$ cat config.mk
export PLATFORM = sky130hd
export DESIGN_NAME = aes_key_expansion
export DESIGN_NICKNAME = d
export VERILOG_FILES = /design/src/rtl/aes_pkg.sv /design/src/rtl/aes_sbox.sv /design/src/rtl/aes_sub_word.sv /design/src/rtl/aes_key_expansion.sv
export SDC_FILE = /design/constraint.sdc
export NUM_CORES = 2
export LEC_CHECK = 0
export BUFFER_PORTS_ARGS = -buffer_cell sky130_fd_sc_hd__clkbuf_2
export CAP_MARGIN = 5
export CORE_MARGIN = 5
export CORE_UTILIZATION = 38
export DETAILED_ROUTE_END_ITERATION = 12
export GPL_ROUTABILITY_DRIVEN = 0
export HOLD_SLACK_MARGIN = 0.06
export PLACE_DENSITY = 0.61
export SYNTH_ARGS = -nofsm -noshare
export SYNTH_HDL_FRONTEND = slang
export SYNTH_SLANG_ARGS = --single-unit
$ cat constraint.sdc
create_clock -name Clk -period 43.1 [get_ports Clk]
set_input_delay 10.775 -clock Clk [delete_from_list [all_inputs] [get_ports Clk]]
set_output_delay 10.775 -clock Clk [all_outputs]
set_load 0.02 [all_outputs]
$ cat src/rtl/aes_pkg.sv
// Shared AES types and GF(2^8) helpers used by the key schedule and S-box.
package aes_pkg;

  typedef logic [7:0]   aes_byte_t;
  typedef logic [31:0]  aes_word_t;
  typedef logic [127:0] aes_block_t;

  localparam int unsigned AES128_ROUNDS = 10;

  typedef enum logic [0:0] {
    IDLE   = 1'b0,
    EXPAND = 1'b1
  } key_exp_state_t;

  // Multiply by x in GF(2^8) modulo x^8+x^4+x^3+x+1.
  function automatic aes_byte_t xtime(input aes_byte_t r);
    return {r[6:0], 1'b0} ^ (r[7] ? 8'h1b : 8'h00);
  endfunction

  function automatic aes_byte_t gf_mul(input aes_byte_t a, input aes_byte_t b);
    aes_byte_t p;
    aes_byte_t aa;
    p  = '0;
    aa = a;
    for (int unsigned i = 0; i < 8; i++) begin
      if (b[i]) p = p ^ aa;
      aa = xtime(aa);
    end
    return p;
  endfunction

endpackage

$ cat src/rtl/aes_sbox.sv
// AES forward S-box: multiplicative inverse in GF(2^8) followed by the affine map.
module aes_sbox
  import aes_pkg::*;
(
  input  logic [7:0] in_i,
  output logic [7:0] out_o
);

  aes_byte_t inv;
  aes_byte_t sq;

  // Inverse as x^254 = x^2 * x^4 * ... * x^128; maps 0 to 0 as required.
  always_comb begin
    inv = 8'h01;
    sq  = in_i;
    for (int unsigned i = 1; i < 8; i++) begin
      sq  = gf_mul(sq, sq);
      inv = gf_mul(inv, sq);
    end
    out_o = inv ^ {inv[6:0], inv[7]} ^ {inv[5:0], inv[7:6]}
                ^ {inv[4:0], inv[7:5]} ^ {inv[3:0], inv[7:4]} ^ 8'h63;
  end

endmodule

$ cat src/rtl/aes_sub_word.sv
// SubWord: applies the AES S-box to each byte of a 32-bit word.
module aes_sub_word
  import aes_pkg::*;
(
  input  logic [31:0] word_i,
  output logic [31:0] word_o
);

  for (genvar b = 0; b < 4; b++) begin : g_sbox
    aes_sbox u_sbox (
      .in_i  (word_i[8*b +: 8]),
      .out_o (word_o[8*b +: 8])
    );
  end

endmodule

$ cat src/rtl/aes_key_expansion.sv
// Iterative AES-128 key schedule: accepts a cipher key and streams round keys 0..10
// over a valid/ready handshake, one new key per cycle without backpressure.
module aes_key_expansion
  import aes_pkg::*;
#(
  parameter int unsigned NUM_ROUNDS = AES128_ROUNDS
) (
  input  logic         Clk,
  input  logic         Rst_n,
  input  logic [127:0] Key_in,
  input  logic         Key_valid,
  output logic         Key_ready,
  output logic [127:0] Round_key,
  output logic [3:0]   Round_key_idx,
  output logic         Round_key_valid,
  input  logic         Round_key_ready
);

  if (NUM_ROUNDS != AES128_ROUNDS) begin : g_bad_rounds
    $error("aes_key_expansion: only NUM_ROUNDS=10 (AES-128) is supported");
  end

  key_exp_state_t state_q, state_d;
  aes_block_t     key_q, key_d;
  logic [3:0]     idx_q, idx_d;
  aes_byte_t      rcon_q, rcon_d;
  logic           valid_q, valid_d;
  logic           kready_q, kready_d;

  aes_word_t  w0, w1, w2, w3, rot_w3, sub_w3, t;
  aes_word_t  n0, n1, n2, n3;
  aes_block_t next_key;

  assign {w0, w1, w2, w3} = key_q;
  assign rot_w3 = {w3[23:0], w3[31:24]};

  aes_sub_word u_sub_word (
    .word_i (rot_w3),
    .word_o (sub_w3)
  );

  assign t        = sub_w3 ^ {rcon_q, 24'h0};
  assign n0       = w0 ^ t;
  assign n1       = w1 ^ n0;
  assign n2       = w2 ^ n1;
  assign n3       = w3 ^ n2;
  assign next_key = {n0, n1, n2, n3};

  always_comb begin
    state_d = state_q;
    key_d   = key_q;
    idx_d   = idx_q;
    rcon_d  = rcon_q;
    valid_d = valid_q;
    unique case (state_q)
      IDLE: begin
        if (Key_valid && kready_q) begin
          key_d   = Key_in;
          idx_d   = '0;
          rcon_d  = 8'h01;
          valid_d = 1'b1;
          state_d = EXPAND;
        end
      end
      EXPAND: begin
        if (Round_key_ready) begin
          if (idx_q == 4'(NUM_ROUNDS)) begin
            valid_d = 1'b0;
            state_d = IDLE;
          end else begin
            key_d  = next_key;
            idx_d  = idx_q + 4'd1;
            rcon_d = xtime(rcon_q);
          end
        end
      end
      default: state_d = IDLE;
    endcase
    // Key_ready is registered from the next state so it tracks state_q with no input path.
    kready_d = (state_d == IDLE);
  end

  always_ff @(posedge Clk) begin
    if (!Rst_n) begin
      state_q  <= IDLE;
      key_q    <= '0;
      idx_q    <= '0;
      rcon_q   <= 8'h01;
      valid_q  <= 1'b0;
      kready_q <= 1'b1;
    end else begin
      state_q  <= state_d;
      key_q    <= key_d;
      idx_q    <= idx_d;
      rcon_q   <= rcon_d;
      valid_q  <= valid_d;
      kready_q <= kready_d;
    end
  end

  assign Key_ready       = kready_q;
  assign Round_key       = key_q;
  assign Round_key_idx   = idx_q;
  assign Round_key_valid = valid_q;

endmodule

==> run summary <==
The top cell type's share of synthesized area works out to 0.205. Compared with the post-synthesis result, the final layout area differs by 6.98%. The count of buffers added by post-CTS timing repair for setup was 0; the ratio of final minimum period to clock period was 0.466. CTS built an H-tree with a depth of 4.

For the final-report max-slew violation count, the log shows 0. The count of final hold-check violations is 0. In the final layout, flip-flops and latches occupy 2870 µm². Sequential area share after synthesis: 0.0434. The floorplan step set the die height to 427 µm. For the max-cap check violation count, the log shows 0. The first-pass GRT wire length came out at 345 mm. Entering global routing, the biggest net connects 79 pins.

For the arrival time at the worst endpoint, the log shows 20480 ps. STA classifies the critical path startpoint as a flop. The run gives 0 as the number of nets with antenna violations after routing.

The worst setup path is captured at a flop. The number of synthesized flops with an enable pin is 0, and the clock input transition at the sequential cells of the worst setup and hold paths is 80 ps. Summed over all instances, the cell type with the most area after synthesis is sky130_fd_sc_hd__xnor2_1. The final layout contains routed wiring with a total length of 222 mm. Synthesis produced a netlist with a net count of 9008. The total global routing overflow came out at 0. By instance count, the cell type seen most on the critical path is sky130_fd_sc_hd__xnor3_1. The number of antenna violations at the first check in global routing was 10. The run gives 60400 µm² as the combined area of the multi-input logic cells.

The dominant delay contributor by cell family on the critical path is XOR/XNOR gates. Measured along the x axis, the die boundary spans 427 µm. In this run the number of cells on the critical path is 52. For the standard cell core area, the log shows 173000 µm². Derived from the worst setup path, the maximum achievable clock frequency is 49.8 MHz.

Counting tap cells, the placed design contains a total of 11100 instances. The mapped netlist covers 66000 µm². For the final cell count without fillers, the log shows 11100.

For the final database, setup skew stands at 30.2 ps. In this run the critical register-to-register path is launched from Round_key[23]$_SDFFE_PN0P_. The worst hold path was traced through 2 stages. The synthesized design contains 143 register bits. In this run the worst path has a maximum fanout of 28. The run gives 0 as the post-detailed-route DRC marker count.

The floorplan has 153 rows. By area the synthesized netlist is led by sky130_fd_sc_hd__xnor2_1, sky130_fd_sc_hd__xnor3_1, sky130_fd_sc_hd__nor2_1, sky130_fd_sc_hd__xor2_1, sky130_fd_sc_hd__nand2_1. The clock drives 143 sinks. Counting along the longest clock path gives a buffer depth of 2. TritonCTS built the clock tree. Leaving out fill and tap cells, the most frequent cell in the layout is sky130_fd_sc_hd__xnor2_1. The most used flip-flop cell after synthesis is sky130_fd_sc_hd__dfxtp_1. Dividing the detail-routed wire length by the instance count gives 20.0 µm.

The kind of critical path is reg -> reg. Counting distinct cell types in the post-synthesis netlist gives 119. The number of global-route vias before repair is 59500. For this design, the slowest cell found on the critical path is sky130_fd_sc_hd__ha_1. Final HPWL from detailed placement: 166 mm. The tools report the total clock buffers created by CTS as 17. The mean instance size in the synthesized netlist was 7.45 µm².

The ratio of routed vias to standard cells was 5.75. The run gives 0.147 as the headroom to the max-slew limit. The tools report the gate count after technology mapping as 8855. The worst hold path class was reg -> reg. During synthesis, Yosys emitted a total of 0 warnings. The worst reg2reg path endpoint was Round_key[57]$_SDFFE_PN0P_. In this run, the number of DRC markers left after iteration 0 of detailed routing was 6316. Buffers inserted to repair hold after CTS numbered 0.

The count of fill cells added during filler insertion came out at 17700. The library cells used most frequently in the layout, excluding fill and tap cells, are sky130_fd_sc_hd__xnor2_1, sky130_fd_sc_hd__nor2_1, sky130_fd_sc_hd__nand2_1. The run gives 43490 ps as the endpoint required time on the critical path. The final layout contains 8911 nets. The later-pin clock latency in the skew report was 490 ps. The async set-or-reset flop fraction in the synthesized netlist was 0. Setup repair after global routing left no endpoint under its margin. The worst register-to-register path has a setup slack of 23010 ps.

The run finished with clean final reports. The die covers 182000 µm². The startpoint identified for the worst hold timing path is rcon_q[1]$_SDFFE_PN0P_.

In this run the count of I/O pins placed on the die edge is 266. Overall track demand over capacity in global routing: 0.231. Post-CTS repair changed the size of 0 cells. The number of cells on the worst reg-to-reg path was 52. Destination of the worst hold path: rcon_q[1]$_SDFFE_PN0P_.

For the effective utilization at floorplan, the log shows 0.381. The cell at the root of the clock tree was sky130_fd_sc_hd__clkbuf_16. The number of buffers and inverters on the critical path is 3. The worst path needs 20090 ps of the cycle, external delays included.

In this run the tool buffered the top-level ports with 265 buffer cells. Before antenna repair, the detailed router went through 8 iterations. The biggest cell delay along the critical path was 850 ps; the ratio of cells with drive above 1 in the final layout was 0.102. The measured slew at the worst slew-check pin is 1270 ps, and the summed negative setup slack over all endpoints is 0 ps. Setup violations remaining at the end of the flow were counted as 0. The tools report the detailed-route via count as 63900.
## state kept, by name (all words and copies together), names as in the netlist
register         flops
Key_ready            1
Round_key          128
Round_key_idx        4
Round_key_valid      1
rcon_q               8
state_q              1
## logic make-up after synthesis
logic type,count (synthesis),share of synthesized area
AND/OR/NAND/NOR,3099,0.206
XOR/XNOR,2601,0.467
AO/OA/AOI/OAI,1972,0.191
buffers and inverters,757,0.0472
multiplexers,262,0.0409
flip-flops,143,0.0434
adder cells (fa/ha/maj),21,0.00398
## worst register-to-register path, delay by kind of cell (launching register included)
family / cells / cell delay [ps]
muxes: 1 / 290
and+or+nand+nor: 13 / 3060
DFF: 1 / 830
buffers and inverters: 3 / 880
adders and majority gates: 3 / 1690
AOI/OAI and AO/OA: 10 / 2740
xor gates and xnor gates: 22 / 10550
## per-stage QoR
| stage | worst slack (ps) | utilization | instance area, µm² | hold slack (ps) |
|---|---|---|---|---|
| 2_1_floorplan | 26650 | - | 66000 | 457 |
| 3_3_place_gp | 24020 | 0.404 | 69900 | 472 |
| 3_5_place_dp | 23340 | 0.404 | 69900 | 476 |
| 4_1_cts | 23210 | 0.407 | 70500 | 484 |
| 5_1_grt | 21690 | 0.407 | 70600 | 512 |
| 6_report | 23010 | 0.407 | 70600 | 484 |
## synthesized netlist by cell type, types with 36 or more instances
cell type / instances
sky130_fd_sc_hd__o21ai_0: 450
sky130_fd_sc_hd__nand2_1: 883
sky130_fd_sc_hd__buf_2: 122
sky130_fd_sc_hd__nand2b_1: 70
sky130_fd_sc_hd__o22ai_1: 122
sky130_fd_sc_hd__inv_1: 94
sky130_fd_sc_hd__xor3_1: 55
sky130_fd_sc_hd__a22oi_1: 74
sky130_fd_sc_hd__o31ai_1: 44
sky130_fd_sc_hd__o211ai_1: 53
sky130_fd_sc_hd__clkbuf_1: 435
sky130_fd_sc_hd__xnor3_1: 431
sky130_fd_sc_hd__o21a_1: 40
sky130_fd_sc_hd__nor3_1: 252
sky130_fd_sc_hd__xnor2_1: 1542
sky130_fd_sc_hd__a31oi_1: 99
sky130_fd_sc_hd__and3_1: 44
sky130_fd_sc_hd__a21oi_1: 552
sky130_fd_sc_hd__buf_1: 57
sky130_fd_sc_hd__mux2i_1: 210
sky130_fd_sc_hd__a21o_1: 36
sky130_fd_sc_hd__or3_1: 50
sky130_fd_sc_hd__nand3_1: 206
sky130_fd_sc_hd__xor2_1: 445
sky130_fd_sc_hd__mux2_2: 42
sky130_fd_sc_hd__nor2_1: 1250
sky130_fd_sc_hd__a211oi_1: 75
sky130_fd_sc_hd__nor2b_1: 91
sky130_fd_sc_hd__xnor2_2: 78
sky130_fd_sc_hd__and2_1: 103
sky130_fd_sc_hd__dfxtp_1: 143
## area by class of cell
class / instances / area share
multi-input cells: 7955 / 0.857
repair buffers: 524 / 0.0464
well taps: 2325 / 0.0412
flip-flops and latches: 143 / 0.0406
inverters: 117 / 0.00626
clock buffers: 17 / 0.00603
clock inverters: 15 / 0.00243
diodes: 15 / 0.000532
## worst max path at each step
stage                          startpoint                    endpoint  slack [ps]
6_report       Round_key[23]$_SDFFE_PN0P_  Round_key[57]$_SDFFE_PN0P_       23010
5_1_grt        Round_key[23]$_SDFFE_PN0P_  Round_key[28]$_SDFFE_PN0P_       21690
4_1_cts        Round_key[23]$_SDFFE_PN0P_  Round_key[57]$_SDFFE_PN0P_       23210
3_5_place_dp   Round_key[23]$_SDFFE_PN0P_  Round_key[57]$_SDFFE_PN0P_       23340
3_3_place_gp   Round_key[23]$_SDFFE_PN0P_  Round_key[57]$_SDFFE_PN0P_       24020
2_1_floorplan  Round_key[22]$_SDFFE_PN0P_  Round_key[28]$_SDFFE_PN0P_       26650
## routing by layer
| layer | track usage | part of all wire |
|---|---|---|
| met1 | 0.299 | 0.42 |
| met2 | 0.384 | 0.47 |
| met3 | 0.0163 | 0.056 |
| met4 | 0.125 | 0.058 |
| met5 | 0 | 0.000063 |
Power is left out: the tool's default activity adds up to more than one toggle a clock period on the data nets, which glitch-free logic cannot reach.
